**config.mk**
```make
export PLATFORM = sky130hd
export DESIGN_NAME = aud_mem_arbiter
export DESIGN_NICKNAME = d
export VERILOG_FILES = /design/src/rtl/aud_mem_arbiter.sv
export SDC_FILE = /design/constraint.sdc
export NUM_CORES = 1
export LEC_CHECK = 0
export BUFFER_PORTS_ARGS = -buffer_cell sky130_fd_sc_hd__clkbuf_2
export CORE_UTILIZATION = 50
export DETAILED_ROUTE_END_ITERATION = 10
export PLACE_DENSITY = 0.86
export SETUP_SLACK_MARGIN = 0.02
export SKIP_CTS_REPAIR_TIMING = 1
export SLEW_MARGIN = 0
export SYNTH_ARGS = -nofsm -noshare
export SYNTH_HDL_FRONTEND = slang
export SYNTH_SLANG_ARGS = --single-unit
```
**constraint.sdc**
```tcl
create_clock -name CLOCK_50 -period 4 [get_ports CLOCK_50]
set_clock_uncertainty 0.05 [all_clocks]
set_input_delay 0.4 -clock CLOCK_50 [delete_from_list [all_inputs] [get_ports CLOCK_50]]
set_output_delay 0.4 -clock CLOCK_50 [all_outputs]
set_load 0.01 [all_outputs]
```
**src/rtl/aud_mem_arbiter.sv**
```systemverilog
// Arbiter for the shared 16-bit x 256K audio sample RAM: stream engine (A) has priority,
// host (H) is forced through after STARVE_MAX A wins. Optional counters: AUD_ARB_STATS_EN.
module aud_mem_arbiter #(
  parameter int ADDR_W     = 18,
  parameter int DATA_W     = 16,
  parameter int RD_LAT     = 2,
  parameter int STARVE_MAX = 8
) (
  input  logic              CLOCK_50,
  input  logic              AUDINF_RESET,
  input  logic              a_req,
  input  logic              a_we,
  input  logic [ADDR_W-1:0] a_addr,
  input  logic [DATA_W-1:0] a_wdata,
  output logic              a_gnt,
  output logic              a_rvalid,
  output logic [DATA_W-1:0] a_rdata,
  input  logic              h_req,
  input  logic              h_we,
  input  logic [ADDR_W-1:0] h_addr,
  input  logic [DATA_W-1:0] h_wdata,
  output logic              h_gnt,
  output logic              h_rvalid,
  output logic [DATA_W-1:0] h_rdata,
  output logic [ADDR_W-1:0] mem_addr,
  output logic [DATA_W-1:0] mem_wdata,
  output logic              mem_we,
  input  logic [DATA_W-1:0] mem_q,
  output logic              busy
`ifdef AUD_ARB_STATS_EN
  ,
  input  logic              stat_clr,
  output logic [15:0]       stat_conflicts,
  output logic [15:0]       stat_forced
`endif
);
  // Handshake: a transfer happens on the rising edge where x_req & x_gnt; the requester
  // holds its request fields stable until gnt and may present the next one the cycle after.
  localparam int         TAG_D      = RD_LAT + 1;
  localparam logic [7:0] STARVE_LIM = 8'(STARVE_MAX);

  logic [7:0]        starve_q, starve_d;
  logic [ADDR_W-1:0] mem_addr_q, mem_addr_d;
  logic [DATA_W-1:0] mem_wdata_q, mem_wdata_d;
  logic              mem_we_q, mem_we_d;
  logic [TAG_D-1:0]  tag_valid_q, tag_valid_d;
  logic [TAG_D-1:0]  tag_owner_q, tag_owner_d;
  logic              a_rvalid_q, a_rvalid_d, h_rvalid_q, h_rvalid_d;
  logic [DATA_W-1:0] a_rdata_q, a_rdata_d, h_rdata_q, h_rdata_d;
  logic              force_h, a_xfer, h_xfer, rd_issue;

  assign force_h = a_req & h_req & (starve_q == STARVE_LIM);

  always_comb begin
    a_gnt = 1'b0;
    h_gnt = 1'b0;
    if (AUDINF_RESET) begin
      if (a_req && !force_h) a_gnt = 1'b1;
      else if (h_req)        h_gnt = 1'b1;
    end
  end

  assign a_xfer   = a_req & a_gnt;
  assign h_xfer   = h_req & h_gnt;
  assign rd_issue = (a_xfer & ~a_we) | (h_xfer & ~h_we);

  always_comb begin
    starve_d = starve_q;
    if (!h_req || h_xfer)                         starve_d = '0;
    else if (a_xfer && (starve_q < STARVE_LIM))   starve_d = starve_q + 8'd1;

    mem_addr_d  = mem_addr_q;
    mem_wdata_d = mem_wdata_q;
    mem_we_d    = 1'b0;
    if (a_xfer) begin
      mem_addr_d  = a_addr;
      mem_wdata_d = a_wdata;
      mem_we_d    = a_we;
    end else if (h_xfer) begin
      mem_addr_d  = h_addr;
      mem_wdata_d = h_wdata;
      mem_we_d    = h_we;
    end

    // Owner bit 1 marks a host read; the last stage lines up with mem_q for that read.
    tag_valid_d = {tag_valid_q[TAG_D-2:0], rd_issue};
    tag_owner_d = {tag_owner_q[TAG_D-2:0], h_xfer};
    a_rvalid_d  = tag_valid_q[TAG_D-1] & ~tag_owner_q[TAG_D-1];
    h_rvalid_d  = tag_valid_q[TAG_D-1] &  tag_owner_q[TAG_D-1];
    a_rdata_d   = a_rvalid_d ? mem_q : a_rdata_q;
    h_rdata_d   = h_rvalid_d ? mem_q : h_rdata_q;
  end

  always_ff @(posedge CLOCK_50 or negedge AUDINF_RESET) begin
    if (!AUDINF_RESET) begin
      starve_q    <= '0;
      mem_addr_q  <= '0;
      mem_wdata_q <= '0;
      mem_we_q    <= 1'b0;
      tag_valid_q <= '0;
      tag_owner_q <= '0;
      a_rvalid_q  <= 1'b0;
      h_rvalid_q  <= 1'b0;
      a_rdata_q   <= '0;
      h_rdata_q   <= '0;
    end else begin
      starve_q    <= starve_d;
      mem_addr_q  <= mem_addr_d;
      mem_wdata_q <= mem_wdata_d;
      mem_we_q    <= mem_we_d;
      tag_valid_q <= tag_valid_d;
      tag_owner_q <= tag_owner_d;
      a_rvalid_q  <= a_rvalid_d;
      h_rvalid_q  <= h_rvalid_d;
      a_rdata_q   <= a_rdata_d;
      h_rdata_q   <= h_rdata_d;
    end
  end

  assign mem_addr  = mem_addr_q;
  assign mem_wdata = mem_wdata_q;
  assign mem_we    = mem_we_q;
  assign a_rvalid  = a_rvalid_q;
  assign h_rvalid  = h_rvalid_q;
  assign a_rdata   = a_rdata_q;
  assign h_rdata   = h_rdata_q;
  assign busy      = a_req | h_req | (|tag_valid_q);

`ifdef AUD_ARB_STATS_EN
  logic [15:0] conf_q, conf_d, forced_q, forced_d;

  always_comb begin
    conf_d   = conf_q;
    forced_d = forced_q;
    if (stat_clr) begin
      conf_d   = '0;
      forced_d = '0;
    end else begin
      if (a_req && h_req && (conf_q != 16'hFFFF)) conf_d   = conf_q + 16'd1;
      if (force_h && (forced_q != 16'hFFFF))      forced_d = forced_q + 16'd1;
    end
  end

  always_ff @(posedge CLOCK_50 or negedge AUDINF_RESET) begin
    if (!AUDINF_RESET) begin
      conf_q   <= '0;
      forced_q <= '0;
    end else begin
      conf_q   <= conf_d;
      forced_q <= forced_d;
    end
  end

  assign stat_conflicts = conf_q;
  assign stat_forced    = forced_q;
`endif

endmodule

```
==> out/summary.txt, run 1 <==
GLOBAL ROUTE
------------------------------------------------------------------------------------
First-pass GRT wire length ............................................      12.3 mm
Number of global-route vias before repair .............................         2511
Congestion Overflow GR ................................................            0
Pin count of the biggest net entering global routing ..................           51
Total routing resource utilization after global routing ...............        0.227
Initial antenna violation count .......................................            0

DRT
------------------------------------------------------------------------------------
Number of vias in the routed layout ...................................         2508
Drt first pass iters ..................................................            8
Iteration-0 DRC Markers ...............................................          145
Drt via density .......................................................         5.23
Residual DRC ..........................................................           29
Number of nets still failing antenna checks after routing .............            0
Routed WL per cell ....................................................      16.0 um
Routed Wire Length ....................................................      7.67 mm

PLACED DESIGN
------------------------------------------------------------------------------------
Total cell area at the placement stage ................................   4200 sq um
Pre-CTS WS ............................................................      1.75 ns
Post-detailed-placement half-perimeter wirelength .....................      5.64 mm
Number of buffers added on ports ......................................          161
Final weighted congestion in routability-driven placement .............        0.803

CELLS AND AREA
------------------------------------------------------------------------------------
Total number of nets in the final design ..............................          490
Commonest non-fill, non-tap cells in the layout ....................... 160 x sky130_fd_sc_hd__clkbuf_2, 83 x sky130_fd_sc_hd__dfrtp_1, 34 x sky130_fd_sc_hd__and2_1
Antenna diode instance count ..........................................            0
Final instance area ...................................................   4410 sq um
Share of post-route cells with drive strength above 1 .................        0.596
Commonest non-fill, non-tap cell in the layout ........................ sky130_fd_sc_hd__clkbuf_2
Syn-to-layout area delta ..............................................        30.4%

TIMING
------------------------------------------------------------------------------------
Max transition margin .................................................        0.252
Final Max Slew Viols ..................................................            0
Minimum clock period ..................................................      2.75 ns
Setup slack after layout ..............................................      1.25 ns
Total negative setup slack ............................................         0 ns
Count of endpoints failing setup in the final report ..................            0
Achievable clock frequency ............................................      363 MHz
Post-route clock period utilization ...................................        0.688
Setup repair after global routing missed its margin ...................           no
Hold Fails Final Rpt ..................................................            0
Slew at the pin with the worst max-slew slack .........................      1.12 ns

SETUP PATH
------------------------------------------------------------------------------------
Max stage delay on crit path ..........................................      0.53 ns
Cell chain of the critical path ....................................... dlygate4sd3_1 > buf_4 > nand2_1 > nor2_2 > clkbuf_2
Crit path launch type .................................................    input pin
Worst reg2reg setup slack .............................................      1.94 ns
Count of buffering cells on the critical path with inverters included .            3
Top delay family on crit path ......................................... buffers and inverters
Data required time at the worst endpoint ..............................      3.55 ns
Crit Path Category ....................................................    in -> out
Highest-delay cell along the critical path ............................ sky130_fd_sc_hd__dlygate4sd3_1
Data arrival, critical path ...........................................      2.30 ns
Crit path capture type ................................................  output port
Critical Path Fanout Max ..............................................           39

CLOCK NETWORK
------------------------------------------------------------------------------------
Worst-path clk slew ...................................................      0.09 ns
Number of buffers between clock root and the deepest sink .............            2
Number of H-tree levels ...............................................            3
Source-to-sink clock delay at the later pin of the worst-skew pair ....      0.34 ns
Number of buffers added by the clock tree synthesis step ..............            9
CTS tree ..............................................................          yes
Clk sinks .............................................................           83
Clock root cell ....................................................... sky130_fd_sc_hd__clkbuf_8

MIN PATH
------------------------------------------------------------------------------------
Worst hold path class .................................................    in -> reg

LOGIC SYNTHESIS
------------------------------------------------------------------------------------
Fraction of registers with async set/reset ............................         1.00
Cell type with the highest aggregate area in the netlist .............. sky130_fd_sc_hd__dfrtp_1
Number of flip-flops and latches in the synthesized netlist ...........           83
Leading register cell type out of synthesis ........................... sky130_fd_sc_hd__dfrtp_1
Syn Std Cell Area .....................................................   3380 sq um
Post-synth net total ..................................................          327
Sequential share of the synthesized area ..............................        0.614
Leading post-synthesis cells by cell area ............................. sky130_fd_sc_hd__dfrtp_1 61%, sky130_fd_sc_hd__mux2_2 11%, sky130_fd_sc_hd__a221o_2 6.7%, sky130_fd_sc_hd__and2_1 6.3%, sky130_fd_sc_hd__a221o_1 4.1%
Post-Synthesis Mean Instance Area .....................................   14.4 sq um
Warnings, synthesis ...................................................            0
Number of flops mapped to enable cells by yosys .......................            0
Netlist cell types ....................................................           32
Gate count after technology mapping ...................................          235
Top cell type's share of synthesized area .............................        0.614

RUN
------------------------------------------------------------------------------------
Count of maximum capacitance violations ...............................            0

OUTCOME
------------------------------------------------------------------------------------
Run status ............................................................ complete, but fails checks
Violated checks ....................................................... design-rule violations

FLOORPLANNING
------------------------------------------------------------------------------------
DIE WIDTH .............................................................      84.2 um
Number of top-level pins ..............................................          162
Full die area .........................................................   7090 sq um
Initial standard-cell utilization of the core .........................        0.526
Floorplan Core Area ...................................................   6420 sq um
Number of core rows ...................................................           29
Die outline height ....................................................      84.2 um

PWR
------------------------------------------------------------------------------------
Peak ir drop on the vdd network .......................................       206 uV
Cell area power density ...............................................  471 nW/um^2
Leakage power .........................................................      2.29 nW

-- per-stage QoR --
stage	utilization	cells	hold WS [ns]	power, mW
floorplan	-	235	0.0544	1.27
global placement	0.654	463	0.285	1.47
detailed placement	0.654	463	0.288	1.50
CTS	0.685	479	-0.0479	2.10
global route	0.687	480	0.206	2.19
finish	0.687	480	0.225	2.08
-- kinds of logic (layout without fill, tap and decap cells) --
family / after synthesis / count (layout) / share of synthesized area
AOI/OAI and AO/OA: 40 / 40 / 0.123
xor gates and xnor gates: 2 / 2 / 0.00518
adders and majority gates: 2 / 2 / 0.00740
buffers and inverters: 19 / 187 / 0.0407
DFF: 83 / 83 / 0.614
muxes: 33 / 33 / 0.110
and+or+nand+nor: 56 / 56 / 0.0999
-- Yosys cell counts, types with 3 or more instances --
library cell,count
sky130_fd_sc_hd__nor2_1,5
sky130_fd_sc_hd__inv_1,6
sky130_fd_sc_hd__mux2_2,32
sky130_fd_sc_hd__and2_1,34
sky130_fd_sc_hd__a221o_2,20
sky130_fd_sc_hd__nand2_1,4
sky130_fd_sc_hd__dfrtp_1,83
sky130_fd_sc_hd__a221o_1,14
sky130_fd_sc_hd__clkbuf_1,5
sky130_fd_sc_hd__and3_1,3
sky130_fd_sc_hd__buf_6,3
-- report_power, final --
group          switching [mW]  internal (mW)
logic                   0.213          0.231
clock network           0.297          0.305
registers              0.0653          0.965
-- sequential cells by signal, indices dropped and copies added (netlist names) --
name and cells:
mem_addr 18, a_rdata 16, h_rdata 16, mem_wdata 16, starve_q 8, tag_owner_q 3
tag_valid_q 3, a_rvalid 1, h_rvalid 1, mem_we 1
-- worst reg2reg max path, stage by stage (launching register included) --
cell and delay [ns]:
sky130_fd_sc_hd__dfrtp_1 0.41, sky130_fd_sc_hd__inv_1 0.06, sky130_fd_sc_hd__ha_1 0.19, sky130_fd_sc_hd__nand4b_1 0.16
sky130_fd_sc_hd__nor2_2 0.07, sky130_fd_sc_hd__nor2_2 0.47, sky130_fd_sc_hd__buf_4 0.38, sky130_fd_sc_hd__a221o_2 0.22
-- final cells by class --
| class | count | area, sq um |
|---|---|---|
| Tap cell | 77 | 96.3 |
| Clock buffer | 10 | 138 |
| Fill cell | 493 | 2010 |
| Timing Repair Buffer | 164 | 833 |
| Multi-Input combinational cell | 133 | 1170 |
| Sequential cell | 83 | 2080 |
| Clock inverter | 6 | 63.8 |
| Inverter | 7 | 31.3 |
-- final timing paths --
path                                 from             end  depth (start not counted)
max in group asynchronous    AUDINF_RESET      a_rdata[6]                          3
max                          AUDINF_RESET           a_gnt                          5
min                             h_addr[7]     mem_addr[7]                          2
min in group asynchronous    AUDINF_RESET        a_rvalid                          2
min reg2reg                tag_owner_q[1]  tag_owner_q[2]                          0
max reg2reg                   starve_q[0]   mem_wdata[13]                          7
-- per-layer routing --
| metal | vias up | global-route usage | routed length, um |
|---|---|---|---|
| met5 | - | 0 | 0 |
| met4 | 0 | 0.0878 | 99 |
| met3 | 8 | 0.0541 | 573 |
| met2 | 119 | 0.383 | 3800 |
| met1 | 1199 | 0.285 | 3200 |
| li1 | 1182 | - | - |
No activity file was read; power rests on OpenSTA's default activity.
==> run 2, diff against run 1 <==
Settings changed: ABC_AREA set to 1, CORE_UTILIZATION 50 to 42, PLACE_DENSITY 0.86 to 0.76.
Clock period 4 ns to 2.4 ns, I/O delays scaled along.
==> run 2 against run 1 <==
  * The run now ends clean
  * Final cell count rose by 36%
  * Critical path type unchanged
  * Register-to-register slack worse by 1.4 ns
  * Sequential power increased by 68%
  * Synthesized cell count is 64% higher
  * Highest routed layer unchanged
  * Sequential share of layout area fell by 0.75 points
==> out/summary.txt, run 2 <==
FLOORPLANNING
---------------------------------------------------------------------------------
Floorplan Core Area ................................................   7810 sq um   +22%
Number of core rows ................................................           32   +10%
Full die area ......................................................   8520 sq um   +20%
Die outline height .................................................      92.3 um   +9.6%
DIE WIDTH ..........................................................      92.3 um   +9.6%
Initial standard-cell utilization of the core ......................        0.439   -0.0878
Number of top-level pins ...........................................          162   unchanged

CLOCK NETWORK
---------------------------------------------------------------------------------
Number of buffers added by the clock tree synthesis step ...........            9   unchanged
Clock root cell .................................................... sky130_fd_sc_hd__clkbuf_8
CTS tree ...........................................................          yes
Source-to-sink clock delay at the later pin of the worst-skew pair .      0.35 ns   about the same
Worst-path clk slew ................................................      0.10 ns   about the same
Number of buffers between clock root and the deepest sink ..........            2   unchanged
Clk sinks ..........................................................           83   unchanged
Number of H-tree levels ............................................            3   unchanged

CELLS AND AREA
---------------------------------------------------------------------------------
Share of post-route cells with drive strength above 1 ..............        0.349   -0.247
Final core occ .....................................................        0.574   -0.113
Flip-flop count of the largest register after layout ...............           18   unchanged
Total number of nets in the final design ...........................          640   +31%
Final instance area ................................................   4480 sq um   +1.6%
Commonest non-fill, non-tap cell in the layout ..................... sky130_fd_sc_hd__clkbuf_2
Syn-to-layout area delta ...........................................        30.8%
Antenna diode instance count .......................................            0   unchanged
Commonest non-fill, non-tap cells in the layout .................... 160 x sky130_fd_sc_hd__clkbuf_2, 145 x sky130_fd_sc_hd__nand2_1, 83 x sky130_fd_sc_hd__dfrtp_1

DRT
---------------------------------------------------------------------------------
WL met1 ............................................................      3.68 mm   +15%
Drt first pass iters ...............................................            5   -3
Met3 WL post-DR ....................................................       549 um   -4.2%
Number of nets still failing antenna checks after routing ..........            0   unchanged
Routed WL per cell .................................................      12.3 um   -23%
Detailed route wirelength on metal2 ................................      3.73 mm   -1.7%
Iteration-0 DRC Markers ............................................           67   -54%
Number of vias in the routed layout ................................         3106   +24%
Residual DRC .......................................................            0   -100%
Uppermost layer routed .............................................         met4
Routed Wire Length .................................................      8.04 mm   +4.8%
Drt via density ....................................................         4.74   -9.2%

LOGIC SYNTHESIS
---------------------------------------------------------------------------------
Dominant cell by count in the synthesized netlist .................. sky130_fd_sc_hd__nand2_1
Number of flip-flops and latches in the synthesized netlist ........           83   unchanged
Leading post-synthesis cells by cell area .......................... sky130_fd_sc_hd__dfrtp_1 61%, sky130_fd_sc_hd__nand2_1 16%, sky130_fd_sc_hd__nand3_1 5.4%, sky130_fd_sc_hd__o21ai_0 4.7%, sky130_fd_sc_hd__inv_1 3.9%
Sequential share of the synthesized area ...........................        0.607   -0.00786
Syn Std Cell Area ..................................................   3420 sq um   +1.3%
Number of flops mapped to enable cells by yosys ....................            0   unchanged
Cell type with the highest aggregate area in the netlist ........... sky130_fd_sc_hd__dfrtp_1
Netlist cell types .................................................           22   -31%
Top cells by count, synth .......................................... 145 x sky130_fd_sc_hd__nand2_1, 83 x sky130_fd_sc_hd__dfrtp_1, 37 x sky130_fd_sc_hd__nand3_1, 36 x sky130_fd_sc_hd__inv_1, 32 x sky130_fd_sc_hd__o21ai_0
Post-Synthesis Mean Instance Area ..................................   8.87 sq um   -38%
Gate count after technology mapping ................................          386   +64%
Top cell type's share of synthesized area ..........................        0.607   -0.00786
Fraction of registers with async set/reset .........................         1.00   unchanged
Leading register cell type out of synthesis ........................ sky130_fd_sc_hd__dfrtp_1
Warnings, synthesis ................................................            0   unchanged
Post-synth net total ...............................................          478   +46%

TIMING
---------------------------------------------------------------------------------
Total negative setup slack .........................................         0 ns   unchanged
Post-route clock period utilization ................................        0.916
Achievable clock frequency .........................................      455 MHz
Max transition margin ..............................................        0.456   +0.204
Minimum clock period ...............................................      2.20 ns
Count of endpoints failing setup in the final report ...............            0   unchanged
Final Max Slew Viols ...............................................            0   unchanged
Hold Fails Final Rpt ...............................................            0   unchanged
Worst hold slack ...................................................    0.0452 ns   -0.179 ns
Slew at the pin with the worst max-slew slack ......................     0.816 ns   -0.306 ns
Setup repair after global routing missed its margin ................           no

GLOBAL ROUTE
---------------------------------------------------------------------------------
Initial antenna violation count ....................................            0   unchanged
First-pass GRT wire length .........................................      13.4 mm   +8.5%
Pin count of the biggest net entering global routing ...............           54   +5.9%
Number of global-route vias before repair ..........................         2930   +17%
Total routing resource utilization after global routing ............        0.199   -0.0286
Congestion Overflow GR .............................................            0   unchanged

SETUP PATH
---------------------------------------------------------------------------------
Worst reg2reg setup slack ..........................................      0.51 ns   -1.43 ns
Crit path capture type .............................................  output port
Reg2Reg Launch Point ...............................................  starve_q[0]
Critical Path Fanout Max ...........................................           39   unchanged
Reg2reg path depth .................................................           10   +3
Worst setup path end ...............................................        h_gnt
Data required time at the worst endpoint ...........................      2.11 ns   -1.44 ns
Worst Setup SP ..................................................... AUDINF_RESET
Cell chain of the critical path .................................... dlygate4sd3_1 > buf_4 > nand2_1 > inv_1 > nand2_4 > inv_6 > clkbuf_2
Crit path launch type ..............................................    input pin
End of the worst register-to-register path ......................... mem_wdata[13]
Highest-delay cell along the critical path ......................... sky130_fd_sc_hd__dlygate4sd3_1
Data arrival, critical path ........................................      1.91 ns   -0.39 ns
Crit Path Category .................................................    in -> out
Max stage delay on crit path .......................................      0.55 ns   +0.02 ns

PWR
---------------------------------------------------------------------------------
Cell area power density ............................................  751 nW/um^2   +59%
Final total power ..................................................      3.36 mW   +62%
Peak ir drop on the vdd network ....................................       301 uV   +46%
Leakage power ......................................................      2.56 nW   +12%

PLACED DESIGN
---------------------------------------------------------------------------------
Number of buffers added on ports ...................................          161   unchanged
Final weighted congestion in routability-driven placement ..........        0.813   +1.3%
Post-detailed-placement half-perimeter wirelength ..................      5.87 mm   +4.1%
Total cell area at the placement stage .............................   4290 sq um   +2.2%

RUN
---------------------------------------------------------------------------------
Count of maximum capacitance violations ............................            0   unchanged

MIN PATH
---------------------------------------------------------------------------------
Worst hold path class ..............................................    in -> reg

OUTCOME
---------------------------------------------------------------------------------
Run status ......................................................... complete, no violations

run 2: area by class of cell:
class / count / area, sq um
tap: 102 / 128
inverter: 39 / 151
clock inverter: 7 / 57.6
fill: 725 / 3330
clock buffer: 9 / 124
multi-input combinational: 248 / 1090
timing repair buffer: 167 / 856
sequential: 83 / 2080
run 2: critical path: cells and delay by family:
family | cells | cell delay [ns]
AND/OR/NAND/NOR | 2 | 0.18
buffers and inverters | 5 | 1.49
run 2: worst min path at each step:
stage | from | depth (start not counted) | to
3_3_place_gp | AUDINF_RESET | 1 | starve_q[2]
6_report | h_addr[11] | 3 | mem_addr[11]
4_1_cts | AUDINF_RESET | 1 | starve_q[2]
2_1_floorplan | AUDINF_RESET | 0 | a_rdata[0]
3_5_place_dp | AUDINF_RESET | 1 | starve_q[2]
5_1_grt | h_addr[11] | 3 | mem_addr[11]
run 2: per-stage QoR:
step	cells	setup slack (ns)
after floorplan	386	0.916
after global placement	638	0.629
after detailed placement	638	0.546
after CTS	654	0.220
after global routing	655	0.0391
final	655	0.201
run 2: kinds of logic after synthesis:
kind of cell	count (synthesis)	synth area share
and+or+nand+nor	209	0.254
DFF	83	0.607
buffers and inverters	55	0.0760
AOI/OAI and AO/OA	36	0.0541
adders and majority gates	2	0.00731
xor gates and xnor gates	1	0.00256
run 2: power by group:
group / leakage, nW / switching (mW) / internal (mW)
clock: 0.0950 / 0.532 / 0.393
sequential: 1.04 / 0.119 / 1.61
combinational: 1.43 / 0.404 / 0.304
total: 2.56 / 1.05 / 2.31
run 2: metal layers:
layer | vias to the layer above | track usage
met1 | 1435 | 0.260
li1 | 1527 | -
met2 | 134 | 0.328
met4 | 0 | 0.0547
met5 | - | 0
met3 | 10 | 0.0509
